[src/rtl/edge_pkg.sv]
// rtl/edge_pkg.sv - shared types and constants for the binary pixel packer
package edge_pkg;

    // Packer state: waiting for a frame start, or filling words of a frame
    typedef enum logic {
        ST_IDLE,
        ST_PACK
    } state_t;

    // Default number of pixels per packed word
    localparam int WORD_W_DEF = 8;

    // Width of the empty-count field for a given word width
    function automatic int calc_mty_w(input int word_w);
        return $clog2(word_w);
    endfunction

endpackage

[src/rtl/bin_pack.sv]
// rtl/bin_pack.sv - packs a 1-bit pixel stream into WORD_W-bit words with sop/eop/mty framing (option: BIN_PACK_MSB_FIRST_EN)
module bin_pack
    import edge_pkg::*;
#(
    parameter int WORD_W = WORD_W_DEF,
    parameter int MTY_W  = calc_mty_w(WORD_W)
) (
    input  logic              clk,
    input  logic              rst_n,
    input  logic              din,
    input  logic              din_vld,
    input  logic              din_sop,
    input  logic              din_eop,
    output logic [WORD_W-1:0] dout,
    output logic              dout_vld,
    output logic              dout_sop,
    output logic              dout_eop,
    output logic [MTY_W-1:0]  dout_mty,
    output logic              err
);

    localparam logic [MTY_W-1:0] CNT_LAST = MTY_W'(WORD_W - 1);

    state_t            r_state;
    logic [WORD_W-1:0] r_shift;
    logic [MTY_W-1:0]  r_cnt;
    logic              r_first;

    logic [WORD_W-1:0] w_word;
    logic [WORD_W-1:0] w_sop_word;
    logic              w_word_done;

    // Bit slot inside the word for the pixel with index idx; padding ends up
    // at the opposite end from the first pixel
    function automatic logic [MTY_W-1:0] bit_pos(input logic [MTY_W-1:0] idx);
`ifdef BIN_PACK_MSB_FIRST_EN
        return CNT_LAST - idx;
`else
        return idx;
`endif
    endfunction

    // Candidate words: the buffer with the current pixel merged in, and a fresh
    // word holding only the current pixel (used when a frame starts)
    always_comb begin
        w_word      = r_shift | (WORD_W'(din) << bit_pos(r_cnt));
        w_sop_word  = WORD_W'(din) << bit_pos('0);
        w_word_done = din_eop || (r_cnt == CNT_LAST);
    end

    // Framing FSM, shift buffer and registered word outputs
    always_ff @(posedge clk) begin
        if (!rst_n) begin
            r_state  <= ST_IDLE;
            r_shift  <= '0;
            r_cnt    <= '0;
            r_first  <= 1'b0;
            dout     <= '0;
            dout_vld <= 1'b0;
            dout_sop <= 1'b0;
            dout_eop <= 1'b0;
            dout_mty <= '0;
            err      <= 1'b0;
        end else begin
            dout_vld <= 1'b0;
            err      <= 1'b0;
            if (din_vld) begin
                if (din_sop) begin
                    // A sop inside a frame abandons the buffered partial word
                    if (r_state == ST_PACK) begin
                        err <= 1'b1;
                    end
                    if (din_eop) begin
                        dout     <= w_sop_word;
                        dout_vld <= 1'b1;
                        dout_sop <= 1'b1;
                        dout_eop <= 1'b1;
                        dout_mty <= CNT_LAST;
                        r_shift  <= '0;
                        r_cnt    <= '0;
                        r_first  <= 1'b0;
                        r_state  <= ST_IDLE;
                    end else begin
                        r_shift  <= w_sop_word;
                        r_cnt    <= MTY_W'(1);
                        r_first  <= 1'b1;
                        r_state  <= ST_PACK;
                    end
                end else if (r_state == ST_IDLE) begin
                    // Pixel outside any frame: dropped
                    err <= 1'b1;
                end else begin
                    if (w_word_done) begin
                        dout     <= w_word;
                        dout_vld <= 1'b1;
                        dout_sop <= r_first;
                        dout_eop <= din_eop;
                        dout_mty <= din_eop ? (CNT_LAST - r_cnt) : '0;
                        r_shift  <= '0;
                        r_cnt    <= '0;
                        r_first  <= 1'b0;
                    end else begin
                        r_shift  <= w_word;
                        r_cnt    <= r_cnt + MTY_W'(1);
                    end
                    if (din_eop) begin
                        r_state <= ST_IDLE;
                    end
                end
            end
        end
    end

endmodule

[config.mk]
export PLATFORM = sky130hd
export DESIGN_NAME = bin_pack
export DESIGN_NICKNAME = d
export VERILOG_FILES = /design/src/rtl/edge_pkg.sv /design/src/rtl/bin_pack.sv
export SDC_FILE = /design/constraint.sdc
export NUM_CORES = 1
export LEC_CHECK = 0
export CORE_MARGIN = 1.5
export CORE_UTILIZATION = 45
export CTS_CLUSTER_DIAMETER = 30
export DETAILED_ROUTE_END_ITERATION = 8
export PLACE_DENSITY = 0.68
export SLEW_MARGIN = 10
export SYNTH_ARGS = -nofsm -noshare
export SYNTH_HDL_FRONTEND = slang
export SYNTH_SLANG_ARGS = --single-unit
[constraint.sdc]
create_clock -name clk -period 2.1 [get_ports clk]
set_input_delay 0.21 -clock clk [delete_from_list [all_inputs] [get_ports clk]]
set_output_delay 0.21 -clock clk [all_outputs]
set_load 0.02 [all_outputs]
=== Word-level counts from Yosys, hierarchy flattened ===
Cells that the tools add are included.

* Equal/unequal tests: 2
* Magnitude comparators: 0
* Multiply operators: 0
* Reductions and logical operators: 7
* Add/subtract/negate cells: 2
* Bitwise operators: 1
* Shifts and indexed selects: 1
* Multiplexer cells: 37
* Divide/modulo/power cells: 0

{| class="wikitable"
|+ Operators with widths
! operator !! number
|-
| $mux 8 || 7
|-
| $mux 3 || 8
|-
| $mux 1 || 22
|-
| $or 8x8->8 || 1
|-
| $shl 1x3->8 || 1
|-
| $reduce_and 2->1 || 2
|-
| $reduce_and 4->1 || 1
|-
| $reduce_bool 2->1 || 2
|-
| $add 3x1->3 const B || 1
|-
| $eq 3x3->1 const B || 1
|-
| $reduce_and 3->1 || 1
|-
| $sub 3x3->3 const A || 1
|-
| $ne 2x1->1 const B || 1
|-
| $logic_or 1x1->1 || 1
|}

* Bits in latches: 0
* Bits in writable memories: 0
* Word-level logic and storage cells: 60
* Bits in registers: 28
* Memories: 0
* Memory bits (read-only): 0
* Input bits: 6
* Output and inout bits: 15

=== Longest topological paths before layout ===
Gate-level depths: netlist (run 1).

* Word-level depth: 5
* Gate-level depth with buffers: 7
* Depth with buffers taken out: 5

=== Worst setup path before layout (run 1) ===
OpenSTA, ideal clock, no wires.

* Path kind: input to register
* Start: input din_sop
* End: register dout_mty[0]
* Data required time: 2.030 ns
* Setup slack: 0.509 ns
* Cell stages on the path: 7
* Arrival: 1.520 ns
* Path through: buf_2 inv_1 ha_1 nand2b_1 buf_2 a2111oi_0 o21bai_1

* Longest elaborated chain between the ends: 2
* Elaborated cells between the ends (all ways): 5

{| class="wikitable"
|+ Ends and longest elaborated chain
! item !! RTL line !! RTL
|-
| start, declared || bin_pack.sv:12 || <nowiki>input logic din_sop,</nowiki>
|-
| $ne 2x1->1 (no line) / $reduce_bool 2->1 (equally long branches) || n/a ||
|-
| $reduce_and 4->1 (no line) || n/a ||
|-
| end signal, assigned || bin_pack.sv:98 || <nowiki>dout_mty <= din_eop ? (CNT_LAST - r_cnt) : '0;</nowiki>
|-
| end, declared || bin_pack.sv:18 || <nowiki>output logic [MTY_W-1:0] dout_mty,</nowiki>
|}

Several ways; a longest one is shown, not always the timed one.
A chain may end at the register's enable or synchronous reset.

=== Worst setup path after layout (run 1) ===
* Start: register r_cnt[2]
* End: register dout[2]

* Longest elaborated chain between the ends: 5
* Elaborated cells between the ends (all ways): 9

{| class="wikitable"
|+ Ends and longest elaborated chain
! item !! RTL line !! RTL
|-
| start, declared || bin_pack.sv:26 || <nowiki>logic [MTY_W-1:0] r_cnt;</nowiki>
|-
| start signal, assigned || bin_pack.sv:104 || <nowiki>r_cnt <= r_cnt + MTY_W'(1);</nowiki>
|-
| $shl 1x3->8 || bin_pack.sv:46 || <nowiki>w_word = r_shift | (WORD_W'(din) << bit_pos(r_cnt));</nowiki>
|-
| $or 8x8->8 || bin_pack.sv:46 ||
|-
| $mux 8 || bin_pack.sv:93 || <nowiki>if (w_word_done) begin</nowiki>
|-
| $mux 8 || bin_pack.sv:89 || <nowiki>end else if (r_state == ST_IDLE) begin</nowiki>
|-
| $mux 8 || bin_pack.sv:68 || <nowiki>if (din_sop) begin</nowiki>
|-
| end signal, assigned || bin_pack.sv:74 || <nowiki>dout <= w_sop_word;</nowiki>
|-
| end signal, assigned || bin_pack.sv:94 || <nowiki>dout <= w_word;</nowiki>
|-
| end, declared || bin_pack.sv:14 || <nowiki>output logic [WORD_W-1:0] dout,</nowiki>
|}

Several ways; a longest one is shown, not always the timed one. The select of a mux whose other input is x is not followed.

==> flow_metrics.env, run 1 <==
export IMPL_outcome="finished, final reports clean"
export IMPL_syn_area_per_cell_um2=9.210
export IMPL_grt_overflow=0
export IMPL_cts_root_buf="clkbuf_4"
export IMPL_setup_tns_final_ns=0
export IMPL_grt_max_degree=17
export IMPL_clk_pin_slew_ns=0.16
export IMPL_cts_buffers=3
export IMPL_synth_area_mm2=0.001225
export IMPL_synth_seq_cells=28
export IMPL_dr_total_vias=1057
export IMPL_wl_met1_mm=1.310
export IMPL_first_pass_iters=4
export IMPL_dpl_hpwl_mm=2.024
export IMPL_seq_area_frac_synth=0.4576
export IMPL_cts_resized=0
export IMPL_grt_pass1_wl_mm=4.574
export IMPL_p_leak_nw=0.5320
export IMPL_hold_depth=2
export IMPL_syn2layout_area_growth_pct=26.05
export IMPL_die_y_um=55.18
export IMPL_skew_ns=0.003754
export IMPL_synth_mux_area_frac=0.008172
export IMPL_power_density_mw_per_mm2=681.2
export IMPL_reg2reg_depth=4
export IMPL_startpoint="r_cnt[2]$_SDFFE_PN0P_"
export IMPL_die_w_um=55.18
export IMPL_dr_wl_met3_um=145
export IMPL_ios=21
export IMPL_finalCriticalPeriod_ns=1.816
export IMPL_clock_sinks=28
export IMPL_yosysTopAreaCell="dfxtp_1"
export IMPL_synthAdderAreaFrac=0.03064
export IMPL_required_ns=2.37
export IMPL_power_total_mw=1.052
export IMPL_tritoncts="yes"
export IMPL_core_area_mm2=0.002522
export IMPL_synth_cell_types=34
export IMPL_portBuffers=20
export IMPL_clk_latency_ns=0.33
export IMPL_wl_per_cell_um=14.98
export IMPL_postSynthNetCount=142
export IMPL_cp_end_kind="flip-flop"
export IMPL_finalHoldViolCount=0
export IMPL_slew_viol_final=0
export IMPL_path_cells="ha_1, nor2_1, or4_1, o22ai_2"
export IMPL_min_path_type="reg -> reg"
export IMPL_final_cell_mix="dfxtp_1, clkdlybuf4s50_1, nand2_1, nor2_1, inv_1"
export IMPL_drt_vias_per_instance=5.652
export IMPL_crit_buf_inv=0
export IMPL_synth_simple_area_share=0.1399
export IMPL_critPathCapture="dout[2]$_SDFFE_PN0P_"
export IMPL_clockBufferDepth=2
export IMPL_synth_top_family_by_area="compound AO/OA/AOI/OAI gates"
export IMPL_fin_crit_sh=0.8648
export IMPL_path_depth=4
export IMPL_htree_levels=1
export IMPL_num_fill_cells=224
export IMPL_synth_xor_area_frac=0
export IMPL_antenna_found_initial=0
export IMPL_fmax_mhz=550.6
export IMPL_setup_violations=0
export IMPL_drive_gt1_frac=0.1592
export IMPL_ys_flop_type="dfxtp_1"
export IMPL_diodes=0
export IMPL_track_usage=0.2144
export IMPL_cts_hold_buf=0
export IMPL_synthArstFlopShare=0
export IMPL_crit_family="simple AND/OR/NAND/NOR gates"
export IMPL_rsz0062_at_grt="no"
export IMPL_dieArea_mm2=0.003044
export IMPL_mostFrequentLayoutCell="dfxtp_1"
export IMPL_first_global_vias=944
export IMPL_r2r_start="r_cnt[2]$_SDFFE_PN0P_"
export IMPL_dr_max_layer_used="met4"
export IMPL_ys_warn_count=0
export IMPL_gp_congestion=0.8596
export IMPL_netlist_top_cells_area="dfxtp_1, o22ai_2, a21oi_1"
export IMPL_synthCells=133
export IMPL_post_cts_buffers=0
export IMPL_irDropWorstVdd_mv=0.4933
export IMPL_netlist_area_leader_share=0.4576
export IMPL_slowest_delay_ns=0.62
export IMPL_post_route_drc_count=0
export IMPL_critPathSlowestCell="or4_1"
export IMPL_reg2reg_slack_ns=0.28
export IMPL_tightest_slew_ns=0.4260
export IMPL_synth_compound_area_frac=0.2983
export IMPL_relSlewSlack=0.7159
export IMPL_synth_edf_count=0
export IMPL_routed_wl_mm=2.802
export IMPL_cp_arrival_ns=2.09
export IMPL_worst_setup_path_type="reg -> reg"
export IMPL_num_rows=18
export IMPL_path_max_fanout=10
export IMPL_cp_start_kind="flip-flop"
export IMPL_wl_met2_mm=1.333
export IMPL_drv_cap=0
export IMPL_start_util=0.4856
export IMPL_first_iter_violations=24
export IMPL_reg2reg_to="dout[2]$_SDFFE_PN0P_"
export IMPL_num_nets_final=167
export IMPL_final_antenna_net_count=0
==> power breakdown <==
group          switching [mW]  leakage, nW  total, mW  internal (mW)
Clock                   0.167       0.0279      0.360          0.193
Sequential            0.00675        0.227      0.553          0.546
Combinational          0.0787        0.277      0.139         0.0603
==> through the flow <==
stage	setup WS (ns)	area, µm²	utilization	hold slack (ns)	instances
finish	0.2838	1544	0.6121	0.4663	187
detailed placement	0.07765	1491	0.5913	0.4475	183
CTS	0.2876	1544	0.6121	0.4702	187
global route	0.1932	1544	0.6121	0.4825	187
global placement	0.1204	1491	0.5913	0.4388	183
floorplan	0.5093	1225	-	0.3056	133
==> per-layer routing <==
layer  global-route usage  up-vias
met5                    0        -
met4              0.07317        0
met3              0.02957        2
met2               0.3333       31
met1               0.3040      501
li1                     -      523
==> Yosys cell counts (2+ instances only) <==
| cell | n |
|---|---|
| ha_1 | 3 |
| dfxtp_1 | 28 |
| o21bai_1 | 2 |
| nand2b_1 | 2 |
| nor2_1 | 12 |
| a2111oi_0 | 2 |
| buf_2 | 4 |
| o21ai_0 | 2 |
| a211oi_1 | 3 |
| inv_1 | 10 |
| a21oi_1 | 9 |
| nor2b_1 | 5 |
| a41oi_1 | 2 |
| clkbuf_1 | 5 |
| nand2_1 | 12 |
| o22ai_2 | 7 |
| nor3_1 | 4 |
| a31oi_1 | 5 |
==> sequential cells by signal (all words and copies together) (netlist names) <==
signal / count
dout: 8
r_shift: 8
dout_mty: 3
r_cnt: 3
dout_eop: 1
dout_sop: 1
dout_vld: 1
err: 1
r_first: 1
r_state: 1
==> worst min-delay path: cells and delay by family (launching register included) <==
kind	cells	cell delay (ns)
DFF	1	0.34
and+or+nand+nor	1	0.05
AOI/OAI and AO/OA	1	0.05
==> worst min path at each step <==
stage | from | endpoint | slack, ns
after floorplan | din_vld | r_state$_SDFFE_PN0P_ | 0.31
after global placement | dout_mty[2]$_SDFFE_PN0P_ | dout_mty[2]$_SDFFE_PN0P_ | 0.44
after detailed placement | dout_mty[2]$_SDFFE_PN0P_ | dout_mty[2]$_SDFFE_PN0P_ | 0.45
after CTS | dout_mty[0]$_SDFFE_PN0P_ | dout_mty[0]$_SDFFE_PN0P_ | 0.47
after global routing | dout_mty[0]$_SDFFE_PN0P_ | dout_mty[0]$_SDFFE_PN0P_ | 0.48
final | dout_mty[0]$_SDFFE_PN0P_ | dout_mty[0]$_SDFFE_PN0P_ | 0.47
==> logic make-up after synthesis <==
kind of cell	Yosys count
buffers and inverters	20
muxes	1
adders and majority gates	3
and+or+nand+nor	37
DFF	28
AOI/OAI and AO/OA	44
==> cell type report <==
cell class | instances | area [µm²] | share of cell area
clock buffers | 3 | 22.52 | 0.01459
clock inverters | 1 | 30.03 | 0.01945
well taps | 30 | 37.54 | 0.02431
flip-flops and latches | 28 | 560.5 | 0.3630
multi-input cells | 85 | 584.3 | 0.3784
inverters | 11 | 41.29 | 0.02674
repair buffers | 29 | 267.8 | 0.1734
Power figures use the tool's default switching activity.
==> inputs of run 2 (changes only) <==
--- a/config.mk
+++ b/config.mk
@@ -5,11 +5,12 @@
 export SDC_FILE = /design/constraint.sdc
 export NUM_CORES = 1
 export LEC_CHECK = 0
+export ABC_AREA = 1
 export CORE_MARGIN = 1.5
 export CORE_UTILIZATION = 45
 export CTS_CLUSTER_DIAMETER = 30
 export DETAILED_ROUTE_END_ITERATION = 8
-export PLACE_DENSITY = 0.68
+export PLACE_DENSITY = 0.67
 export SLEW_MARGIN = 10
 export SYNTH_ARGS = -nofsm -noshare
 export SYNTH_HDL_FRONTEND = slang
==> constraint.sdc (replaced) <==
create_clock -name clk -period 1.8 [get_ports clk]
set_input_delay 0.18 -clock clk [delete_from_list [all_inputs] [get_ports clk]]
set_output_delay 0.18 -clock clk [all_outputs]
set_load 0.02 [all_outputs]
==> flow_metrics.env, run 2 <==
export IMPL_num_nets_final=197
export IMPL_syn2layout_area_growth_pct=24.54
export IMPL_irDropWorstVdd_mv=0.5419
export IMPL_setup_violations=0
export IMPL_gp_congestion=0.8994
export IMPL_cts_root_buf="clkbuf_4"
export IMPL_yosys_top_cells_count="dfxtp_1, nand2_1, nor2_1"
export IMPL_synth_mux_area_frac=0
export IMPL_synth_simple_area_share=0.3350
export IMPL_drv_cap=0
export IMPL_start_util=0.4700
export IMPL_wl_per_cell_um=12.38
export IMPL_dpl_hpwl_mm=2.098
export IMPL_worst_setup_path_type="reg -> reg"
export IMPL_fin_crit_sh=0.8675
export IMPL_mostFrequentLayoutCell="dfxtp_1"
export IMPL_clk_pin_slew_ns=0.15
export IMPL_clockBufferDepth=2
export IMPL_postSynthNetCount=169
export IMPL_synth_top_family_by_area="simple AND/OR/NAND/NOR gates"
export IMPL_die_w_um=56.44
export IMPL_tritoncts="yes"
export IMPL_yosysTopAreaCell="dfxtp_1"
export IMPL_grt_max_degree=17
export IMPL_fmax_mhz=640.4
export IMPL_required_ns=2.05
export IMPL_synth_area_mm2=0.001285
export IMPL_top_regs="dout: 8 flops, r_shift: 8 flops"
export IMPL_final_antenna_net_count=0
export IMPL_seq_area_frac_synth=0.4362
export IMPL_portBuffers=20
export IMPL_cts_buffers=3
export IMPL_crit_buf_inv=1
export IMPL_reg2reg_depth=9
export IMPL_first_iter_violations=29
export IMPL_hold_depth=2
export IMPL_synth_compound_area_frac=0.1237
export IMPL_netlist_area_leader_share=0.4362
export IMPL_diodes=0
export IMPL_skew_ns=0.003355
export IMPL_relSlewSlack=0.7896
export IMPL_finalCriticalPeriod_ns=1.562
export IMPL_path_cells="ha_1, ha_1, inv_1, nand2_2, nand2_2, nor2_4, nand2_2, nor2_1, nor2_1"
export IMPL_cp_arrival_ns=1.81
export IMPL_power_total_mw=1.256
export IMPL_fin_util=0.5854
export IMPL_ios=21
export IMPL_clkPwrFrac=0.330
export IMPL_synthArstFlopShare=0
export IMPL_synth_xor_area_frac=0
export IMPL_power_density_mw_per_mm2=785.0
export IMPL_die_y_um=56.44
export IMPL_p_switching_mw=0.3171
export IMPL_crit_family="simple AND/OR/NAND/NOR gates"
export IMPL_cts_hold_buf=0
export IMPL_cts_resized=0
export IMPL_first_pass_iters=4
export IMPL_power_frac_comb=0.148
export IMPL_rsz0062_at_grt="no"
export IMPL_dieArea_mm2=0.003185
export IMPL_grt_overflow=0
export IMPL_core_area_mm2=0.002734
export IMPL_finalHoldViolCount=0
export IMPL_pwr_share_seq=0.522
export IMPL_antenna_found_initial=0
export IMPL_syn_area_per_cell_um2=8.031
export IMPL_synthCells=160
export IMPL_slew_viol_final=0
export IMPL_post_cts_buffers=0
export IMPL_power_internal_mw=0.9391
export IMPL_drt_vias_per_instance=5.234
export IMPL_netlist_top_cells_area="dfxtp_1, nand2_1, nand3_1"
export IMPL_tightest_slew_ns=0.3146
export IMPL_post_route_drc_count=0
export IMPL_synthAdderAreaFrac=0.02921
export IMPL_cp_end_kind="flip-flop"
export IMPL_min_path_type="reg -> reg"
export IMPL_outcome="finished, final reports clean"
export IMPL_final_cell_mix="dfxtp_1, nand2_1, clkdlybuf4s50_1"
export IMPL_synth_cell_types=24
export IMPL_clock_sinks=28
export IMPL_ys_flop_type="dfxtp_1"
export IMPL_cp_start_kind="flip-flop"
export IMPL_path_max_fanout=7
export IMPL_drive_gt1_frac=0.1765
export IMPL_slowest_delay_ns=0.49
export IMPL_routed_wl_mm=2.699
export IMPL_critPathSlowestCell="dfxtp_1"
export IMPL_synth_most_common_cell="dfxtp_1"
export IMPL_ys_warn_count=0
export IMPL_path_depth=9
export IMPL_clk_latency_ns=0.33
export IMPL_track_usage=0.1787
export IMPL_num_rows=19
export IMPL_p_leak_nw=0.6931
export IMPL_cp_common_cell="nand2_2"
export IMPL_grt_pass1_wl_mm=4.485
export IMPL_htree_levels=1
export IMPL_synth_edf_count=0
export IMPL_sw_frac_of_total=0.2524
export IMPL_dr_total_vias=1141
export IMPL_num_fill_cells=249
export IMPL_synth_seq_cells=28
export IMPL_first_global_vias=1039
[run 2: logic make-up (layout without fill, tap and decap cells)]
logic type	Yosys count	count (layout)
and+or+nand+nor	78	78
adders and majority gates	3	3
buffers and inverters	22	49
DFF	28	28
AOI/OAI and AO/OA	29	29
[run 2: final timing paths]
path | startpoint | endpoint | slack (ns)
setup reg to reg | r_cnt[0]$_SDFFE_PN0P_ | dout_sop$_SDFFE_PN0P_ | 0.24
setup / recovery | r_cnt[0]$_SDFFE_PN0P_ | dout_sop$_SDFFE_PN0P_ | 0.24
hold / removal | dout[7]$_SDFFE_PN0P_ | dout[7]$_SDFFE_PN0P_ | 0.46
hold reg to reg | dout[7]$_SDFFE_PN0P_ | dout[7]$_SDFFE_PN0P_ | 0.46
[run 2: routing by layer]
metal  track usage  up-vias  wire, µm
met2        0.2924       18      1264
met3       0.02074        4        75
met5             0        -         0
li1              -      580         -
met1        0.2385      539      1327
met4       0.07143        0        32
[run 2: final cells by class]
class / count / area [µm²] / area share
clock buffer: 3 / 22.52 / 0.01407
clock inverter: 1 / 30.03 / 0.01876
inverter: 19 / 76.32 / 0.04769
multi-input combinational: 110 / 626.9 / 0.3917
sequential: 28 / 560.5 / 0.3503
tap: 31 / 38.79 / 0.02424
timing repair buffer: 26 / 245.2 / 0.1532
[run 2: power by group through the flow]
stage / combinational, mW / sequential (mW) / clock (mW)
4_1_cts: 0.186 / 0.655 / 0.426
3_5_place_dp: 0.185 / 0.669 / 0
6_report: 0.186 / 0.656 / 0.414
2_1_floorplan: 0.107 / 0.679 / 0
3_3_place_gp: 0.182 / 0.668 / 0
5_1_grt: 0.204 / 0.658 / 0.446
[run 2: worst register-to-register path: stages, from the launching register on]
cell     delay (ns)
dfxtp_1        0.49
ha_1           0.19
ha_1           0.17
inv_1          0.05
nand2_2        0.09
nand2_2        0.09
nor2_4         0.13
nand2_2        0.09
nor2_1         0.11
nor2_1         0.06
[run 2: stage by stage]
stage | instance area, µm² | hold slack, ns | setup WS, ns | instances | setup TNS, ns
after global routing | 1600 | 0.4946 | 0.1249 | 218 | 0
after CTS | 1600 | 0.4670 | 0.2315 | 218 | 0
after global placement | 1548 | 0.4420 | 0.04223 | 214 | 0
after floorplan | 1285 | 0.2735 | 0.4611 | 160 | 0
final | 1600 | 0.4606 | 0.2385 | 218 | 0
after detailed placement | 1548 | 0.4453 | -0.0009588 | 214 | -0.0009588
==> inputs of run 3 (changes only) <==
--- a/config.mk
+++ b/config.mk
@@ -7,10 +7,11 @@
 export LEC_CHECK = 0
 export ABC_AREA = 1
 export CORE_MARGIN = 1.5
-export CORE_UTILIZATION = 45
+export CORE_UTILIZATION = 34
 export CTS_CLUSTER_DIAMETER = 30
 export DETAILED_ROUTE_END_ITERATION = 8
-export PLACE_DENSITY = 0.67
+export GPL_ROUTABILITY_DRIVEN = 1
+export PLACE_DENSITY = 0.53
 export SLEW_MARGIN = 10
 export SYNTH_ARGS = -nofsm -noshare
 export SYNTH_HDL_FRONTEND = slang
==> flow_metrics.env, run 3 (same netlist as run 2, synthesis figures left out) <==
export IMPL_outcome="finished, final reports clean"
export IMPL_num_nets_final=199
export IMPL_clock_sinks=28
export IMPL_num_rows=22
export IMPL_routed_wl_mm=2.725
export IMPL_fmax_mhz=658.6
export IMPL_grt_pass1_wl_mm=4.581
export IMPL_path_max_fanout=6
export IMPL_dieArea_mm2=0.004157
export IMPL_wl_per_cell_um=11.50
export IMPL_post_cts_buffers=0
export IMPL_gp_congestion=0.8072
export IMPL_sw_frac_of_total=0.2421
export IMPL_worst_setup_path_type="reg -> reg"
export IMPL_num_fill_cells=385
export IMPL_rsz0062_at_grt="no"
export IMPL_relSlewSlack=0.8442
export IMPL_min_path_type="reg -> reg"
export IMPL_slew_viol_final=0
export IMPL_pwr_share_seq=0.487
export IMPL_diodes=0
export IMPL_core_area_mm2=0.003633
export IMPL_first_global_vias=1032
export IMPL_setup_tns_final_ns=0
export IMPL_power_density_mw_per_mm2=808.5
export IMPL_final_antenna_net_count=0
export IMPL_p_switching_mw=0.3241
export IMPL_portBuffers=20
export IMPL_mostFrequentLayoutCell="dfxtp_1"
export IMPL_instances_no_fill=237
export IMPL_drt_vias_per_instance=4.751
export IMPL_power_internal_mw=1.014
export IMPL_final_cell_mix="dfxtp_1, nand2_1, clkdlybuf4s50_1"
export IMPL_cts_buffers=3
export IMPL_p_leak_nw=0.7109
export IMPL_drive_gt1_frac=0.1852
export IMPL_setup_violations=0
export IMPL_power_frac_comb=0.143
export IMPL_start_util=0.3537
export IMPL_tritoncts="yes"
export IMPL_first_iter_violations=43
export IMPL_first_pass_iters=4
export IMPL_cp_start_kind="flip-flop"
export IMPL_dr_total_vias=1126
export IMPL_finalCriticalPeriod_ns=1.518
export IMPL_tightest_slew_ns=0.2313
export IMPL_clkPwrFrac=0.370
export IMPL_cts_hold_buf=0
export IMPL_cp_arrival_ns=1.69
export IMPL_clk_pin_slew_ns=0.10
export IMPL_required_ns=1.98
export IMPL_die_y_um=64.48
export IMPL_placedCellCount=233
export IMPL_grt_overflow=0
export IMPL_syn2layout_area_growth_pct=28.82
export IMPL_finalHoldViolCount=0
export IMPL_clk_latency_ns=0.28
export IMPL_post_route_drc_count=0
export IMPL_top_regs="dout: 8 flops, r_shift: 8 flops"
export IMPL_reg2reg_slack_ns=0.28
export IMPL_cp_end_kind="flip-flop"
export IMPL_cts_root_buf="clkbuf_8"
export IMPL_fin_crit_sh=0.8435
export IMPL_irDropWorstVdd_mv=0.4242
export IMPL_dpl_hpwl_mm=2.201
export IMPL_track_usage=0.1404
export IMPL_antenna_found_initial=0
export IMPL_htree_levels=1
export IMPL_drv_cap=0
export IMPL_ios=21
export IMPL_cts_resized=0
export IMPL_grt_max_degree=17
export IMPL_clockBufferDepth=2
export IMPL_die_w_um=64.48
export IMPL_skew_ns=0.004744
-- run 3: changes by cell type in the layout (fill, tap and decap cells not counted), sizes merged --
cell	change
buf	+2
-- run 3: path summary, 6_finish.rpt --
check                                        endpoint  depth (start not counted)                   from
worst max-delay path            dout_sop$_SDFFE_PN0P_                          9  r_cnt[1]$_SDFFE_PN0P_
worst min-delay path             dout[7]$_SDFFE_PN0P_                          2   dout[7]$_SDFFE_PN0P_
worst max register to register  dout_sop$_SDFFE_PN0P_                          9  r_cnt[1]$_SDFFE_PN0P_
worst min register to register   dout[7]$_SDFFE_PN0P_                          2   dout[7]$_SDFFE_PN0P_
-- run 3: per-stage QoR --
step           worst slack, ns  instance area (µm²)  hold slack (ns)    util  total power [mW]
2_1_floorplan           0.4611                 1285           0.2735       -            0.7859
3_5_place_dp           0.01528                 1584           0.4430  0.4360            0.8581
5_1_grt                 0.1635                 1655           0.4778  0.4556             1.398
3_3_place_gp           0.04359                 1584           0.4424  0.4360            0.8579
6_report                0.2817                 1655           0.4565  0.4556             1.338
4_1_cts                 0.2713                 1655           0.4608  0.4556             1.353
-- run 3: area by class of cell --
type                    instances  area [µm²]  area share
flip-flops and latches         28       560.5      0.3386
clock inverters                 1       30.03     0.01814
repair buffers                 28       260.3      0.1572
well taps                      48       60.06     0.03628
inverters                      19       76.32     0.04611
multi-input cells             110       626.9      0.3787
clock buffers                   3       41.29     0.02494
-- run 3: worst max-delay path: stages (launching register included) --
cell and delay, ns:
dfxtp_1 0.44, ha_1 0.19, ha_1 0.18, inv_1 0.06, nand2_2 0.10, nand2_2 0.08, nor2_4 0.13, nand2_2 0.08
nor2_1 0.11, nor2_1 0.05
-- run 3: power by group through the flow --
stage	logic [mW]	registers, mW	clock network [mW]
6_report	0.192	0.651	0.495
5_1_grt	0.212	0.654	0.532
4_1_cts	0.194	0.652	0.508
3_5_place_dp	0.192	0.666	0
3_3_place_gp	0.192	0.665	0
2_1_floorplan	0.107	0.679	0
-- run 3: metal layers --
layer  track usage  part of all wire  vias up
li1              -                 -      587
met4       0.04787             0.016        0
met1        0.1998              0.51      522
met2        0.2148              0.44       12
met5             0                 0        -
met3       0.02431             0.027        5
